### src/rtl/pipe_adder_pkg.sv
// Shared definitions for the pipelined adder/accumulator.
// Mode encodings used on in_mode.
package pipe_adder_pkg;

   localparam logic [1:0] MODE_ADD  = 2'd0;
   localparam logic [1:0] MODE_SAT  = 2'd1;
   localparam logic [1:0] MODE_ACC  = 2'd2;
   localparam logic [1:0] MODE_LOAD = 2'd3;

endpackage

### src/rtl/add_sat_unit.sv
// Combinational unsigned adder with optional clamp to all-ones on carry out.
// ovf reports the carry, which is also exactly the clamp condition.
module add_sat_unit #(
   parameter int unsigned WIDTH = 8
) (
   input  logic [WIDTH-1:0] a,
   input  logic [WIDTH-1:0] b,
   input  logic             sat,
   output logic [WIDTH-1:0] sum,
   output logic             ovf
);

   logic [WIDTH-1:0] raw;
   logic             carry;

   always_comb begin
      {carry, raw} = {1'b0, a} + {1'b0, b};
      sum          = (sat && carry) ? '1 : raw;
      ovf          = carry;
   end

endmodule

### src/rtl/pipe_adder_acc.sv
// Registered add / saturating add / per-channel accumulate / load, with a
// single-entry valid/ready output register and NCH independent accumulators.
module pipe_adder_acc
   import pipe_adder_pkg::*;
#(
   parameter int unsigned WIDTH = 8,
   parameter int unsigned NCH   = 4,
   localparam int unsigned CHW  = (NCH > 1) ? $clog2(NCH) : 1
) (
   input  logic             clk,
   input  logic             rst,
   input  logic             in_valid,
   output logic             in_ready,
   input  logic [WIDTH-1:0] in_a,
   input  logic [WIDTH-1:0] in_b,
   input  logic [CHW-1:0]   in_ch,
   input  logic [1:0]       in_mode,
   output logic             out_valid,
   input  logic             out_ready,
   output logic [WIDTH-1:0] out_sum,
   output logic [CHW-1:0]   out_ch,
   output logic             out_ovf
);

   logic [WIDTH-1:0] acc_q [NCH];

   logic             accept;
   logic [WIDTH-1:0] unit_b;
   logic [WIDTH-1:0] unit_sum;
   logic             unit_ovf;
   logic [WIDTH-1:0] res_sum;
   logic [CHW-1:0]   res_ch;
   logic             res_ovf;
   logic             acc_we;

   assign in_ready = !out_valid || out_ready;
   assign accept   = in_valid && in_ready;

   // ACC reuses the shared adder with the selected accumulator as operand B.
   assign unit_b = (in_mode == MODE_ACC) ? acc_q[in_ch] : in_b;

   add_sat_unit #(
      .WIDTH (WIDTH)
   ) u_add_sat (
      .a   (in_a),
      .b   (unit_b),
      .sat (in_mode == MODE_SAT),
      .sum (unit_sum),
      .ovf (unit_ovf)
   );

   always_comb begin
      res_sum = unit_sum;
      res_ovf = unit_ovf;
      res_ch  = '0;
      acc_we  = 1'b0;
      unique case (in_mode)
         MODE_ADD, MODE_SAT: ;
         MODE_ACC: begin
            res_ch = in_ch;
            acc_we = 1'b1;
         end
         MODE_LOAD: begin
            res_sum = in_a;
            res_ovf = 1'b0;
            res_ch  = in_ch;
            acc_we  = 1'b1;
         end
         default: ;
      endcase
   end

   always_ff @(posedge clk) begin
      if (rst) begin
         out_valid <= 1'b0;
         out_sum   <= '0;
         out_ch    <= '0;
         out_ovf   <= 1'b0;
         for (int i = 0; i < NCH; i++) begin
            acc_q[i] <= '0;
         end
      end else if (accept) begin
         out_valid <= 1'b1;
         out_sum   <= res_sum;
         out_ch    <= res_ch;
         out_ovf   <= res_ovf;
         if (acc_we) begin
            acc_q[in_ch] <= res_sum;
         end
      end else if (out_ready) begin
         out_valid <= 1'b0;
      end
   end

endmodule

### config.mk
export PLATFORM = sky130hd
export DESIGN_NAME = pipe_adder_acc
export DESIGN_NICKNAME = d
export VERILOG_FILES = /design/src/rtl/pipe_adder_pkg.sv /design/src/rtl/add_sat_unit.sv /design/src/rtl/pipe_adder_acc.sv
export SDC_FILE = /design/constraint.sdc
export NUM_CORES = 1
export LEC_CHECK = 0
export CAP_MARGIN = 25
export CORE_MARGIN = 10
export CORE_UTILIZATION = 50
export CTS_BUF_LIST = sky130_fd_sc_hd__clkbuf_16
export DETAILED_ROUTE_END_ITERATION = 10
export PLACE_DENSITY = 0.81
export SLEW_MARGIN = 10
export SYNTH_ARGS = -nofsm -noshare
export SYNTH_HDL_FRONTEND = slang
export SYNTH_SLANG_ARGS = --single-unit
### constraint.sdc
create_clock -name clk -period 4.4 [get_ports clk]
set_clock_uncertainty 0.15 [all_clocks]
set_input_delay 0.88 -clock clk [delete_from_list [all_inputs] [get_ports clk]]
set_output_delay 0.88 -clock clk [all_outputs]
set_load 0.05 [all_outputs]
==> results of run 1 <==
==> worst max-delay path, delay by kind of cell <==
kind	cells	cell delay (ns)
compound gates	3	0.86
simple gates	2	0.50
buf+inv	2	0.69
mux	2	0.80
fa+ha+maj	1	0.30
==> cell type report <==
type	count	area, um^2
clock buffer	5	125
tap	54	67.6
sequential	44	1200
clock inverter	3	46.3
inverter	1	3.75
timing repair buffer	56	510
multi-input combinational	148	1130
fill	360	1610
==> how the worst min path moves through the flow <==
stage / startpoint / end / slack [ns]
6_report: out_ovf / out_ovf / 0.31
5_1_grt: out_ch[1] / out_ch[1] / 0.32
4_1_cts: out_ch[1] / out_ch[1] / 0.31
3_5_place_dp: out_ovf / out_ovf / 0.30
3_3_place_gp: out_ovf / out_ovf / 0.29
2_1_floorplan: out_sum[4] / out_sum[4] / 0.52
==> registers in the layout, indices dropped and copies added, names as in the netlist <==
name       cells
out_sum        8
out_ch         2
out_ovf        1
out_valid      1
acc_q         32
==> cell families after synthesis <==
| logic type | synth area share, % |
|---|---|
| and+or+nand+nor | 15.4 |
| xor gates and xnor gates | 1.83 |
| buffers and inverters | 2.46 |
| AOI/OAI and AO/OA | 13.7 |
| muxes | 11.3 |
| DFF | 50.3 |
| adders and majority gates | 5.03 |
==> where the power goes <==
group	switching, mW	internal (mW)	total (mW)
clock	0.160	0.270	0.430
sequential	0.00891	0.471	0.480
combinational	0.171	0.136	0.307
==> per-stage QoR <==
stage | std cells | hold WS, ns | instance area (um^2)
2_1_floorplan | 206 | 0.521 | 2390
3_3_place_gp | 303 | 0.294 | 2910
3_5_place_dp | 303 | 0.302 | 2910
4_1_cts | 311 | 0.313 | 3080
5_1_grt | 311 | 0.325 | 3080
6_report | 311 | 0.309 | 3080
==> cells in the final DEF, fill, tap and decap left out, types with 6 or more instances in the layout <==
cell type,instances
mux2_2,8
nand2b_1,7
clkdlybuf4s50_1,36
nand2_1,10
a21oi_1,8
nor2_1,37
ha_1,8
edfxtp_1,32
dfxtp_1,12
mux4_2,8
buf_4,20
a211oi_1,6
==> layer usage <==
metal  GRT usage (%)  share of wire [%]
met1            20.1                 40
met2            25.1                 48
met3            6.29                 12
met4            2.89               0.62
met5               0                  0
==> run metrics, run 1 <==
htree depth=2; ant diodes=0; synthesized area=0.00239 mm^2; die area=0.00795 mm^2; Worst setup endpoint=acc_q[2][7]; die extent in y=89.1 um; Crit path required time=around 4.3 ns; most numerous cell in the Yosys netlist=nor2_1; vias per inst=6.00; post-route minimum period=4.16 ns; critical path class=in2reg; Critical Path, Cell by Cell=clkdlybuf4s50_1 > buf_4 > mux4_2 > mux2_2 > ha_1 > a211oi_2 > o31ai_2 > or3_4 > a311oi_4 > nor3_1; Core Box Area=~0.0047 mm^2; ANT nets after route=0; Post-Syn Nets=239; Worst R2R Start=acc_q[3][0]; Yosys Warn Count=0; wire length per cell=19.7 um; final hold viol count=0; crit start category=input pin; outcome=complete, no violations; final worst-path setup slack=0.240 ns; Cells after Synth=approximately 200; worst skew pair latency=0.29 ns; flops & latches, synth=44; Power Total=around 1.2 mW; CP startpoint=in_ch[0]; Setup Buffers After CTS=0; overall routed net length=between 6000 and 7000 um; Root Buffer=clkbuf_16; static leakage=1.20 nW; Commonest cells post-synth=nor2_1 (37), edfxtp_1 (32), dfxtp_1 (12), nand2_1 (10); total grt overflow=0; initial antenna violation count=0; CTS tree=yes; R2R depth=10; FP Rows=25; clk buf depth=2; total CTS buffers=5; via count=approximately 1.9k; unique cell type count in the Yosys netlist=44; EDFF count, synth=32; Worst VDD drop=0.284 mV; RSZ-0062 raised after global routing=false; DRT Pass-1 Iters=4; measured slew at the worst slew-check pin=0.540 ns; Resize count post-CTS=0; largest net degree at the start of global routing=21; gr usage total=15.8%; Reg clk slew, reported paths=0.06 ns; largest area contributor in the netlist=edfxtp_1; die width=between 80 and 90 um; vias in the first global route=approximately 1.9k; fraction of registers with async set or reset after synthesis=0%; Initial Util=50.9%; worst min-delay path class=reg2reg; Min-Delay Path Depth=2; Primary FF master, synth=edfxtp_1; Critical-path top delay cell=clkdlybuf4s50_1; fin util=65.7%; max frequency=about 240 MHz; CP max FO=5; # clock sinks=44; Detail Placement HPWL=4540 um; layout cells sized above 1=21.0%; DR iter-0 viols=192; final setup TNS=0 ns; CP peak stage delay=0.54 ns; DRC=0; relative slew slack=63.9%; Synth area leaders=edfxtp_1 (40%), dfxtp_1 (10%), mux4_2 (7.5%); Port Buf Inserts=36; RR Endpoint=acc_q[2][6]; Crit. End Element=register; max cap viols=0; # hold bufs at CTS=0; worst path arrival time=4.04 ns; fin. max-slew vios=0; Nets=289; final worst-path cycle share=94.5%; I/O Pins=37; Yosys top cell area share=40.2%; sequential area share after synthesis=50.3%; setup slack, reg-to-reg=1.10 ns; Power Density=394 mW/mm^2; dpl ws=-0.0589 ns; Final setup viols=0; synth-to-layout area growth=29.1%; Mean Syn Cell Area=11.6 um^2; first-pass GRT wire length=9560 um; GP Congestion=0.912
Note: power is estimated with default switching activity, not from simulation.
==> inputs of run 2 (changes only) <==
CORE_ASPECT_RATIO = 0.6   (was unset)
==> run 2 against run 1 <==
Register-to-register slack got worse by 0.08 ns. Clock power fell by 15%. Non-clock buffer count is 2 higher. Sequential power hardly changed. Critical path type unchanged. Largest power group unchanged.
==> run metrics, run 2 (synthesis gave the netlist of run 1 again) <==
Regs by FF count=acc_q (32), out_sum (8), out_ch (2); max frequency=237 MHz (-1.6%); Port Buf Inserts=36 (unchanged); gr usage total=16.4% (+0.56 points); vias in the first global route=1904 (+1.4%); Crit. End Element=register; DP Area=0.00294 mm^2 (+0.90%); Initial Util=52.1% (+1.2 points); Crit path required time=4.27 ns (about the same); fin area=0.00308 mm^2 (about the same); Storage cell area=0.00120 mm^2 (unchanged); hold_ws=0.307 ns (-0.00206 ns); Core Box Area=0.00459 mm^2 (-2.2%); via count=1843 (-1.3%); Power Density=375 mW/mm^2 (-4.8%); ANT nets after route=0 (unchanged); largest net degree at the start of global routing=22 (+4.8%); Setup Buffers After CTS=0 (unchanged); htree depth=2 (unchanged); commonest cells after routing, fill and taps aside=nor2_1 (37), clkdlybuf4s50_1 (36), edfxtp_1 (32), buf_4 (22), dfxtp_1 (12); CP peak stage delay=0.54 ns (about the same); max reg flops=32 (unchanged); layout cells sized above 1=21.6% (+0.61 points); initial antenna violation count=0 (unchanged); FP Rows=19 (-24%); Worst VDD drop=0.230 mV (-19%); Root Buffer=clkbuf_16; worst min-delay path class=reg2reg; Resize count post-CTS=0 (unchanged); post-route minimum period=4.23 ns (+0.0671 ns); I/O Pins=37 (unchanged); RSZ-0062 raised after global routing=false; total CTS buffers=5 (unchanged); Final setup viols=0 (unchanged); final worst-path setup slack=0.173 ns (-0.0671 ns); Critical-path top delay cell=clkdlybuf4s50_1; Power Total=1.16 mW (-4.8%); CP max FO=6 (+1); CTS tree=yes; crit start category=input pin; measured slew at the worst slew-check pin=0.525 ns (-0.0149 ns); die area=0.00804 mm^2 (+1.1%); clk buf depth=2 (unchanged); R2R depth=9 (-1); die width=109 um (+23%); fin util=67.2% (+1.5 points); outcome=complete, no violations; # clock sinks=44 (unchanged); static leakage=1.20 nW (+0.27%); most common cell after layout, fill and taps aside=nor2_1; worst skew pair latency=0.29 ns (about the same); dpl ws=-0.0922 ns (-0.0333 ns); critical path class=in2reg; Reg clk slew, reported paths=0.06 ns (about the same); overall routed net length=6190 um (+1.1%); DRT Pass-1 Iters=5 (+1); non-filler instance count after layout=322 (+3.5%); # hold bufs at CTS=0 (unchanged); Top reg by flops=acc_q; ant diodes=0 (unchanged); final worst-path cycle share=96.1% (+1.5 points); DRC=0 (unchanged); Nets=291 (+0.69%); vias per inst=5.72 (-4.7%); GP Congestion=0.928 (+1.7%); relative slew slack=64.9% (+1.0 points); Critical Path, Cell by Cell=clkdlybuf4s50_1 > buf_4 > mux4_2 > mux2_2 > fa_1 > a211o_2 > a21oi_1 > xnor2_1 > a211oi_2 > nor2_1; DR iter-0 viols=139 (-28%); wire length per cell=19.2 um (-2.3%); max cap viols=0 (unchanged); first-pass GRT wire length=10100 um (+5.8%); Multi-input gate area=0.00113 mm^2 (unchanged); die extent in y=73.6 um (-17%); Min-Delay Path Depth=2 (unchanged); Detail Placement HPWL=4700 um (+3.7%); fillers=339 (-5.8%); total grt overflow=0 (unchanged); fin. max-slew vios=0 (unchanged); worst path arrival time=4.10 ns (+0.06 ns); synth-to-layout area growth=29.0% (about the same); post-placement cell count=314 (+3.6%); final hold viol count=0 (unchanged); final setup TNS=0 ns (unchanged)
## run 2: cell count changes in the layout (fill, tap and decap cells not counted), sizes merged
cell / delta
bufinv: -1
clkinv: +3
buf: +2
inv: -1
clkinvlp: -1
## run 2: layout make-up
| class | count | share of cell area [%] |
|---|---|---|
| well taps | 63 | 2.56 |
| repair buffers | 58 | 17.0 |
| flip-flops and latches | 44 | 39.0 |
| inverters | 1 | 0.122 |
| clock inverters | 3 | 0.609 |
| clock buffers | 5 | 4.06 |
| multi-input cells | 148 | 36.6 |
## run 2: final timing paths
| path | start | end | slack, ns |
|---|---|---|---|
| max | in_ch[0] | acc_q[0][6] | 0.17 |
| min reg2reg | out_ovf | out_ovf | 0.31 |
| max reg2reg | acc_q[3][0] | acc_q[0][6] | 1.02 |
| min | out_ovf | out_ovf | 0.31 |
## run 2: power by group
| part | switching (mW) | internal (mW) | total (mW) |
|---|---|---|---|
| registers | 0.00965 | 0.471 | 0.480 |
| clock network | 0.156 | 0.209 | 0.365 |
| logic | 0.175 | 0.136 | 0.311 |
## run 2: critical path, delay by kind of cell
family	cells	cell delay (ns)
multiplexers	2	0.81
buffers and inverters	2	0.75
AND/OR/NAND/NOR	1	0.10
AO/OA/AOI/OAI	3	0.99
adder cells (fa/ha/maj)	1	0.42
XOR/XNOR	1	0.13
## run 2: per-layer routing
layer,vias up,GRT usage [%],part of all wire [%]
met2,82,21.8,40
met3,5,6.90,13
met1,878,23.8,46
met4,0,3.59,0.60
li1,878,-,-
met5,-,0,0
